==> src/rtl/hfrv_bus_pkg.sv <==
// ============================================================================
// Module      : hfrv_bus_pkg
// Description : Shared bus types for the memory-port arbiter: requester ids,
//               arbiter FSM states and the captured request record.
// Revision    : 1.0 - initial release
// ============================================================================
`default_nettype none

package hfrv_bus_pkg;

    localparam int REQ_CORE   = 0;
    localparam int REQ_DBG    = 1;
    localparam int BUS_ADDR_W = 32;
    localparam int BUS_DATA_W = 32;
    localparam int BUS_BE_W   = 4;

    typedef enum logic [1:0] {
        IDLE   = 2'd0,
        ACCESS = 2'd1,
        WAIT   = 2'd2,
        RESP   = 2'd3
    } arb_state_t;

    typedef struct packed {
        logic                  we;
        logic [BUS_ADDR_W-1:0] addr;
        logic [BUS_DATA_W-1:0] wdata;
        logic [BUS_BE_W-1:0]   be;
    } bus_req_t;

    // The memory is word-organised; byte offset bits never reach it.
    function automatic logic [BUS_ADDR_W-1:0] word_align(input logic [BUS_ADDR_W-1:0] a);
        return {a[BUS_ADDR_W-1:2], 2'b00};
    endfunction

endpackage

`default_nettype wire

==> src/rtl/mem_port_arbiter_if.sv <==
// ============================================================================
// Module      : mem_port_arbiter_if
// Description : Two-requester request/grant/read-data bundle feeding the
//               memory-port arbiter. Index 0 = core, index 1 = loader/debug.
// Revision    : 1.0 - initial release
// ============================================================================
`default_nettype none

interface mem_port_arbiter_if #(
    parameter int ADDR_WIDTH = 32,
    parameter int DATA_WIDTH = 32
);
    logic [1:0]                 req;
    logic [1:0]                 we;
    logic [1:0][ADDR_WIDTH-1:0] addr;
    logic [1:0][DATA_WIDTH-1:0] wdata;
    logic [1:0][3:0]            be;
    logic [1:0]                 gnt;
    logic [1:0]                 rvalid;
    logic [DATA_WIDTH-1:0]      rdata;

    modport master (
        output req, we, addr, wdata, be,
        input  gnt, rvalid, rdata
    );

    modport slave (
        input  req, we, addr, wdata, be,
        output gnt, rvalid, rdata
    );
endinterface

`default_nettype wire

==> src/rtl/rr_pick2.sv <==
// ============================================================================
// Module      : rr_pick2
// Description : Combinational 2-way round-robin selector; on contention the
//               requester that did not win last time is chosen.
// Revision    : 1.0 - initial release
// ============================================================================
`default_nettype none

module rr_pick2 (
    input  wire logic [1:0] req,
    input  wire logic       last_owner,
    output logic            valid,
    output logic            owner
);
    always_comb begin
        valid = |req;
        owner = (&req) ? ~last_owner : req[1];
    end
endmodule

`default_nettype wire

==> src/rtl/mem_port_arbiter.sv <==
// ============================================================================
// Module      : mem_port_arbiter
// Description : Shares one memory port between the core and the loader/debug
//               port; one transaction at a time, round-robin on contention.
// Revision    : 1.0 - initial release
// ============================================================================
`default_nettype none

module mem_port_arbiter
    import hfrv_bus_pkg::*;
#(
    parameter int ADDR_WIDTH  = BUS_ADDR_W,
    parameter int DATA_WIDTH  = BUS_DATA_W,
    parameter int MEM_LATENCY = 1
) (
    input  wire logic                   clk,
    input  wire logic                   rst_n,
    mem_port_arbiter_if.slave           bus,
    output logic                        mem_en,
    output logic [3:0]                  mem_we,
    output logic [ADDR_WIDTH-1:0]       mem_addr,
    output logic [DATA_WIDTH-1:0]       mem_wdata,
    input  wire logic [DATA_WIDTH-1:0]  mem_rdata
);

    localparam int         c_wait_load_i = (MEM_LATENCY > 1) ? (MEM_LATENCY - 2) : 0;
    localparam logic [3:0] c_wait_load   = 4'(c_wait_load_i);

    arb_state_t r_state;
    logic       r_owner;
    logic       r_last_owner;
    logic       r_is_read;
    logic [3:0] r_cnt;
    logic [1:0] r_gnt;
    logic [1:0] r_rvalid;

    logic       w_valid;
    logic       w_owner;
    bus_req_t   w_sel;

    rr_pick2 u_pick (
        .req        (bus.req),
        .last_owner (r_last_owner),
        .valid      (w_valid),
        .owner      (w_owner)
    );

    always_comb begin
        w_sel.we    = bus.we[w_owner];
        w_sel.addr  = BUS_ADDR_W'(bus.addr[w_owner]);
        w_sel.wdata = BUS_DATA_W'(bus.wdata[w_owner]);
        w_sel.be    = bus.be[w_owner];
    end

    assign bus.gnt    = r_gnt;
    assign bus.rvalid = r_rvalid;
    // Read data is the memory output passed through while in RESP, zero otherwise.
    assign bus.rdata  = (r_state == RESP) ? mem_rdata : '0;

    always_ff @(posedge clk or negedge rst_n) begin
        if (!rst_n) begin
            r_state      <= IDLE;
            r_owner      <= 1'b0;
            r_last_owner <= 1'b1;
            r_is_read    <= 1'b0;
            r_cnt        <= 4'd0;
            r_gnt        <= 2'b00;
            r_rvalid     <= 2'b00;
            mem_en       <= 1'b0;
            mem_we       <= 4'b0000;
            mem_addr     <= '0;
            mem_wdata    <= '0;
        end else begin
            r_gnt    <= 2'b00;
            r_rvalid <= 2'b00;
            mem_en   <= 1'b0;
            mem_we   <= 4'b0000;
            case (r_state)
                IDLE: begin
                    if (w_valid) begin
                        // Capture straight into the memory-facing registers so
                        // ACCESS drives them with no further logic.
                        r_owner         <= w_owner;
                        r_last_owner    <= w_owner;
                        r_is_read       <= ~w_sel.we;
                        r_gnt[REQ_CORE] <= ~w_owner;
                        r_gnt[REQ_DBG]  <= w_owner;
                        mem_en          <= 1'b1;
                        mem_we          <= w_sel.we ? w_sel.be : 4'b0000;
                        mem_addr        <= ADDR_WIDTH'(word_align(w_sel.addr));
                        mem_wdata       <= DATA_WIDTH'(w_sel.wdata);
                        r_state         <= ACCESS;
                    end
                end
                ACCESS: begin
                    if (!r_is_read) begin
                        r_state <= IDLE;
                    end else if (MEM_LATENCY > 1) begin
                        r_cnt   <= c_wait_load;
                        r_state <= WAIT;
                    end else begin
                        r_rvalid <= r_owner ? 2'b10 : 2'b01;
                        r_state  <= RESP;
                    end
                end
                WAIT: begin
                    if (r_cnt == 4'd0) begin
                        r_rvalid <= r_owner ? 2'b10 : 2'b01;
                        r_state  <= RESP;
                    end else begin
                        r_cnt <= r_cnt - 4'd1;
                    end
                end
                RESP: begin
                    r_state <= IDLE;
                end
                default: begin
                    r_state <= IDLE;
                end
            endcase
        end
    end

endmodule

`default_nettype wire

==> src/flat_wrapper.sv <==
// flat-port wrapper written by rule: the top's interface ports become plain ports
module mem_port_arbiter_flat import hfrv_bus_pkg::*;
#(
    parameter int ADDR_WIDTH  = BUS_ADDR_W,
    parameter int DATA_WIDTH  = BUS_DATA_W,
    parameter int MEM_LATENCY = 1
)
  (clk, rst_n, mem_en, mem_we, mem_addr, mem_wdata, mem_rdata, bus_req, bus_we, bus_addr, bus_wdata, bus_be, bus_gnt, bus_rvalid, bus_rdata);
  mem_port_arbiter_if #(.ADDR_WIDTH(ADDR_WIDTH), .DATA_WIDTH(DATA_WIDTH)) bus_i ();
  input  wire logic clk;
  input  wire logic rst_n;
  output logic mem_en;
  output logic [3:0] mem_we;
  output logic [ADDR_WIDTH-1:0] mem_addr;
  output logic [DATA_WIDTH-1:0] mem_wdata;
  input  wire logic [DATA_WIDTH-1:0] mem_rdata;
  input wire logic [$bits(bus_i.req)-1:0] bus_req;
  input wire logic [$bits(bus_i.we)-1:0] bus_we;
  input wire logic [$bits(bus_i.addr)-1:0] bus_addr;
  input wire logic [$bits(bus_i.wdata)-1:0] bus_wdata;
  input wire logic [$bits(bus_i.be)-1:0] bus_be;
  output wire logic [$bits(bus_i.gnt)-1:0] bus_gnt;
  output wire logic [$bits(bus_i.rvalid)-1:0] bus_rvalid;
  output wire logic [$bits(bus_i.rdata)-1:0] bus_rdata;
  assign bus_i.req = bus_req;
  assign bus_i.we = bus_we;
  assign bus_i.addr = bus_addr;
  assign bus_i.wdata = bus_wdata;
  assign bus_i.be = bus_be;
  assign bus_gnt = bus_i.gnt;
  assign bus_rvalid = bus_i.rvalid;
  assign bus_rdata = bus_i.rdata;
  mem_port_arbiter #(.ADDR_WIDTH(ADDR_WIDTH), .DATA_WIDTH(DATA_WIDTH), .MEM_LATENCY(MEM_LATENCY)) u_core (.clk(clk), .rst_n(rst_n), .bus(bus_i), .mem_en(mem_en), .mem_we(mem_we), .mem_addr(mem_addr), .mem_wdata(mem_wdata), .mem_rdata(mem_rdata));
endmodule
==> config.mk <==
export PLATFORM = sky130hd
export DESIGN_NAME = mem_port_arbiter_flat
export DESIGN_NICKNAME = d
export VERILOG_FILES = /design/src/rtl/hfrv_bus_pkg.sv /design/src/rtl/mem_port_arbiter_if.sv /design/src/rtl/rr_pick2.sv /design/src/rtl/mem_port_arbiter.sv /design/src/flat_wrapper.sv
export SDC_FILE = /design/constraint.sdc
export NUM_CORES = 1
export LEC_CHECK = 0
export ABC_AREA = 1
export BUFFER_PORTS_ARGS = -buffer_cell sky130_fd_sc_hd__buf_4
export CAP_MARGIN = 10
export CORE_AREA = 3 3 106 108
export CTS_BUF_LIST = sky130_fd_sc_hd__clkbuf_8
export CTS_CLUSTER_DIAMETER = 40
export CTS_CLUSTER_SIZE = 40
export DETAILED_ROUTE_END_ITERATION = 12
export DIE_AREA = 0 0 109 111
export GPL_TIMING_DRIVEN = 1
export PLACE_DENSITY = 0.77
export SYNTH_ARGS = -nofsm -noshare
export SYNTH_HDL_FRONTEND = slang
export SYNTH_SLANG_ARGS = --single-unit
==> constraint.sdc <==
create_clock -name clk -period 3.8 [get_ports clk]
set_input_delay 0.19 -clock clk [delete_from_list [all_inputs] [get_ports clk]]
set_output_delay 0.19 -clock clk [all_outputs]
set_load 0.01 [all_outputs]
; ---- Yosys cells after proc, flatten, opt, wreduce, memory -nomap -nowiden
; Index checks and enable logic that the tools add are counted.
[classes]
eq_ne = 5
n_addsub = 1
bitwise_logic = 4
reduce_logical = 7
muxes = 25
n_lt_le_gt_ge = 1
[ops]
columns = operator, count
row1 = $mux 32, 5
row2 = $mux 4, 5
row3 = $mux 2, 8
row4 = $pmux 2 s4, 1
row5 = $reduce_and 2->1, 4
row6 = $mux 1, 5
row7 = $eq 2x2->1 const B, 2
row8 = $logic_not 4->1, 1
row9 = $not 1->1, 4
row10 = $pmux 2 s2, 1
row11 = $sub 4x1->4 const B, 1
row12 = $eq 2x1->1 const B, 1
row13 = $logic_not 2->1, 1
row14 = $lt 1x2->1 const B, 1
row15 = $ne 2x1->1 const B, 1
row16 = $ne 2x2->1 const B, 1
row17 = $reduce_or 2->1, 1
[word_totals]
output_inout_bits = 105
inputBits = 174
elab_cells = 54
regBits = 80

; ---- Longest topological paths before layout
[logic_depth]
word_depth = 7
mapped_depth = 9
mapped_depth_nobuf = 7

; ---- Hierarchy
; A second synthesis with hierarchy kept.
[unflattened]
hier_cells = 498
hier_area_um2 = 3811.2
[modules_own_cells]
columns = mod, instances, area_each_um2, cells_each, seq_area_each_um2
row1 = mem_port_arbiter, 1, 3796.1, 495, 2003.2
row2 = rr_pick2, 1, 15.0, 3, 0.0

; ---- Least setup slack after synthesis
; OpenSTA, ideal clock, no wires.
[synth_timing]
path_kind = register to register
startpoint = register u_core.r_state[0]
endpoint = register u_core.mem_addr[10]
required_time_ns = 3.676
setup_slack_ns = 2.403
n_path_buf = 2
setup_time_ns = 0.124
synth_period_minus_slack_ns = 1.397
path_stages_with_launch = 10
arrival_ns = 1.273
cell_sequence = dfrtp_1 -> inv_1 -> ha_1 -> inv_1 -> nor2_4 -> inv_2 -> buf_6 -> buf_6 -> nand2_1 -> nand3_1
[synth_between]
elab_chain_len = 2
[synth_lines]
columns = item, line
row1 = start: declaration, mem_port_arbiter.sv:29  ; arb_state_t r_state;
row2 = start signal: assignment, mem_port_arbiter.sv:62  ; r_state <= IDLE;
row3 = start signal: assignment, mem_port_arbiter.sv:92  ; r_state <= ACCESS;
row4 = start signal: assignment, mem_port_arbiter.sv:97  ; r_state <= IDLE;
row5 = $logic_not 2->1, mem_port_arbiter.sv:78  ; case (r_state)
row6 = $reduce_and 2->1 (no line), -
row7 = end signal: assignment, mem_port_arbiter.sv:90  ; mem_addr <= ADDR_WIDTH'(word_align(w_sel.addr));
row8 = end: declaration, mem_port_arbiter.sv:21  ; output logic [ADDR_WIDTH-1:0] mem_addr,
; No other way between the ends.
; A chain may end at the register's enable or synchronous reset.

; ---- Final worst setup path
[layout_timing]
startpoint = register u_core.r_state[0]
endpoint = register u_core.mem_wdata[2]
[layout_between]
elab_chain_len = 2
[layout_lines]
columns = item, line
row1 = $logic_not 2->1, mem_port_arbiter.sv:78
row2 = $reduce_and 2->1 (no line), -
row3 = end signal: assignment, mem_port_arbiter.sv:91  ; mem_wdata <= DATA_WIDTH'(w_sel.wdata);
row4 = end: declaration, mem_port_arbiter.sv:22  ; output logic [DATA_WIDTH-1:0] mem_wdata,
; No other way between the ends.

==> flow_metrics.tcl <==
set metrics [dict create \
    yosysWarnings 0 \
    fin_nets 1000 \
    fin_setup_tns_ns 0 \
    numCtsBuffers 9 \
    worst_slew_pin_slew_ns 1.16 \
    outcome "complete, no violations" \
    cts.sinks 80 \
    ir_drop_v 0.000413 \
    setup_viol 0 \
    wirelength_um 13400 \
    cp_max_fo 66 \
    gp_congestion 0.862 \
    ant_nets 0 \
    path_class "flip-flop to flip-flop" \
    track_usage_pct 21.3 \
    grt_pass1_wl_um 20700 \
    start_util_pct 40.4 \
    clockBufferDepth 2 \
    die_area_sq_mm 0.0121 \
    grt_setup_unrepaired "false" \
    grt_overflow 0 \
    drt-pass1-iter-count 5 \
    fin_hold_ws_ns 0.0144 \
    p_total_uw 4210 \
    final_cell_mix "buf_4, nand2_1, nand3_1" \
    cts_resized 0 \
    syn_inst 567 \
    clk_latency_ns 0.35 \
    htree_levels 3 \
    synth_area_sq_mm 0.00417 \
    finClkSkew_ns 0.0188 \
    fmax_mhz 460 \
    grt_max_degree 97 \
    syn_to_final_growth_pct 53.0 \
    worstPathArrival_ns 2.43 \
    fin_crit_sh_pct 57.2 \
    fillerInstances 850 \
    cap_violations 0 \
    power_density_mw_per_mm2 660 \
    final-hold-violation-count 0 \
    viasPerCell 4.68 \
    fp.dieW_um 109 \
    wl_per_cell_um 14.0 \
    critPathCaptureType "flip-flop" \
    rows 37 \
    num_antenna_cells 0 \
    seq_area_sq_mm 0.00200 \
    layout-drive-gt1-share_pct 35.9 \
    final_common_cell "buf_4" \
    drc 0 \
    worst_ep_required_time_ns 4.06 \
    dp_hpwl_um 9790 \
    min_period_ns 2.17 \
    cts_root_buf "clkbuf_8" \
    cts_setup_buffers 0 \
    hold_path.class "input port to asynchronous set/reset pin" \
    ctsHoldBuffers 0 \
    path_clk_slew_ns 0.10 \
    core_sq_mm 0.0103 \
    cellLeakagePower_uw 0.00376 \
    portBuffers 272 \
    vias 4493 \
    yosysSeqAreaShare_pct 48.1 \
    ys_types 22 \
    drt_iter0_drc 269 \
    grt_pass1_vias 4332 \
    synth.avg_cell_area_sq_um 7.35 \
    cts_tree "yes" \
    antenna_found_initial 0 \
    ioPinCount 279 \
    multiInputGateArea_sq_mm 0.00166 \
    ys_seq_elements 80 \
    report.final.slew_viol_count 0 \
    cp-start-kind "flip-flop" \
    slew_headroom_pct 22.8 \
    die_height_um 111 \
]
-- registers in the layout (all words and copies together), names as in the netlist --
name,flops
u_core.bus.gnt,2
u_core.bus.rvalid,2
u_core.mem_addr,30
u_core.mem_en,1
u_core.mem_wdata,32
u_core.mem_we,4
u_core.r_cnt,4
u_core.r_is_read,1
u_core.r_last_owner,1
u_core.r_owner,1
u_core.r_state,2
-- per-layer routing --
metal | routed length (um) | GRT usage, % | vias up | part of all wire, %
met5 | 0 | 0 | - | 0
met4 | 314 | 7.58 | 0 | 2.3
met3 | 908 | 4.19 | 28 | 6.8
met2 | 7160 | 37.9 | 167 | 53
met1 | 5050 | 24.9 | 2074 | 38
li1 | - | - | 2224 | -
-- worst paths after layout --
kind	from	end	slack, ns	cells after the start
worst max-delay path	u_core.r_state[0]	u_core.mem_wdata[2]	1.63	7
worst min-delay path	rst_n	u_core.mem_addr[18]	0.01	1
worst max register to register	u_core.r_state[0]	u_core.mem_wdata[2]	1.63	7
worst min register to register	u_core.r_last_owner	u_core.r_last_owner	0.47	2
max in group asynchronous	rst_n	u_core.mem_wdata[6]	3.14	1
min in group clk	bus_wdata[59]	u_core.mem_wdata[27]	0.05	3
-- cell usage after synthesis --
| master | n | area (sq um) |
|---|---|---|
| o21ai_0 | 19 | 95.1 |
| nor2_1 | 34 | 128 |
| buf_2 | 13 | 65.1 |
| nand3_1 | 83 | 415 |
| xor2_1 | 1 | 8.76 |
| nand2_1 | 214 | 803 |
| buf_4 | 7 | 52.6 |
| nand4_1 | 2 | 12.5 |
| inv_2 | 1 | 3.75 |
| inv_1 | 75 | 282 |
| clkbuf_1 | 4 | 15.0 |
| a21oi_1 | 2 | 10.0 |
| nand2_2 | 1 | 6.26 |
| dfrtp_1 | 79 | 1980 |
| xnor2_1 | 1 | 8.76 |
| nor2_2 | 1 | 6.26 |
| buf_6 | 9 | 101 |
| nor2_4 | 1 | 11.3 |
| conb_1 | 1 | 3.75 |
| ha_1 | 6 | 75.1 |
| dfstp_2 | 1 | 26.3 |
| o21ai_1 | 12 | 60.1 |
-- per-stage QoR --
stage / util (%) / instances / instance area, sq um / setup WS, ns
3_5_place_dp: 59.8 / 945 / 6170 / 1.61
5_1_grt: 61.7 / 961 / 6370 / 1.41
4_1_cts: 61.7 / 961 / 6370 / 1.60
6_report: 61.7 / 961 / 6370 / 1.63
3_3_place_gp: 59.8 / 945 / 6170 / 1.70
2_1_floorplan: - / 568 / 4170 / 2.40
-- cell families (layout without fill, tap and decap cells) --
group	count (synthesis)	after routing	synth area share [%]
buffers and inverters	109	366	12.5
flip-flops	80	80	48.1
AO/OA/AOI/OAI	33	33	3.96
AND/OR/NAND/NOR	336	336	33.2
adder cells (fa/ha/maj)	6	6	1.80
XOR/XNOR	2	2	0.420
other	1	2	0.0900
-- where the power goes --
group	total (uW)	switching, uW	internal, uW
clock network	647	338	309
registers	1490	233	1260
logic	2070	1130	938
total	4210	1700	2500
-- layout make-up --
cell class / count / area share (%)
clock buffer: 9 / 1.94
clock inverter: 7 / 1.24
inverter: 76 / 4.48
multi-input combinational: 379 / 26.0
sequential: 80 / 31.4
tap: 136 / 2.67
timing repair buffer: 274 / 32.3
-- worst max-delay path, cell delays in order, from the launching register on --
cell	delay [ns]
dfrtp_1	0.43
inv_1	0.11
ha_1	0.23
inv_1	0.15
nor2_4	0.06
inv_2	0.82
nand2_1	0.14
o21ai_0	0.14
(Power assumes the default switching activity.)
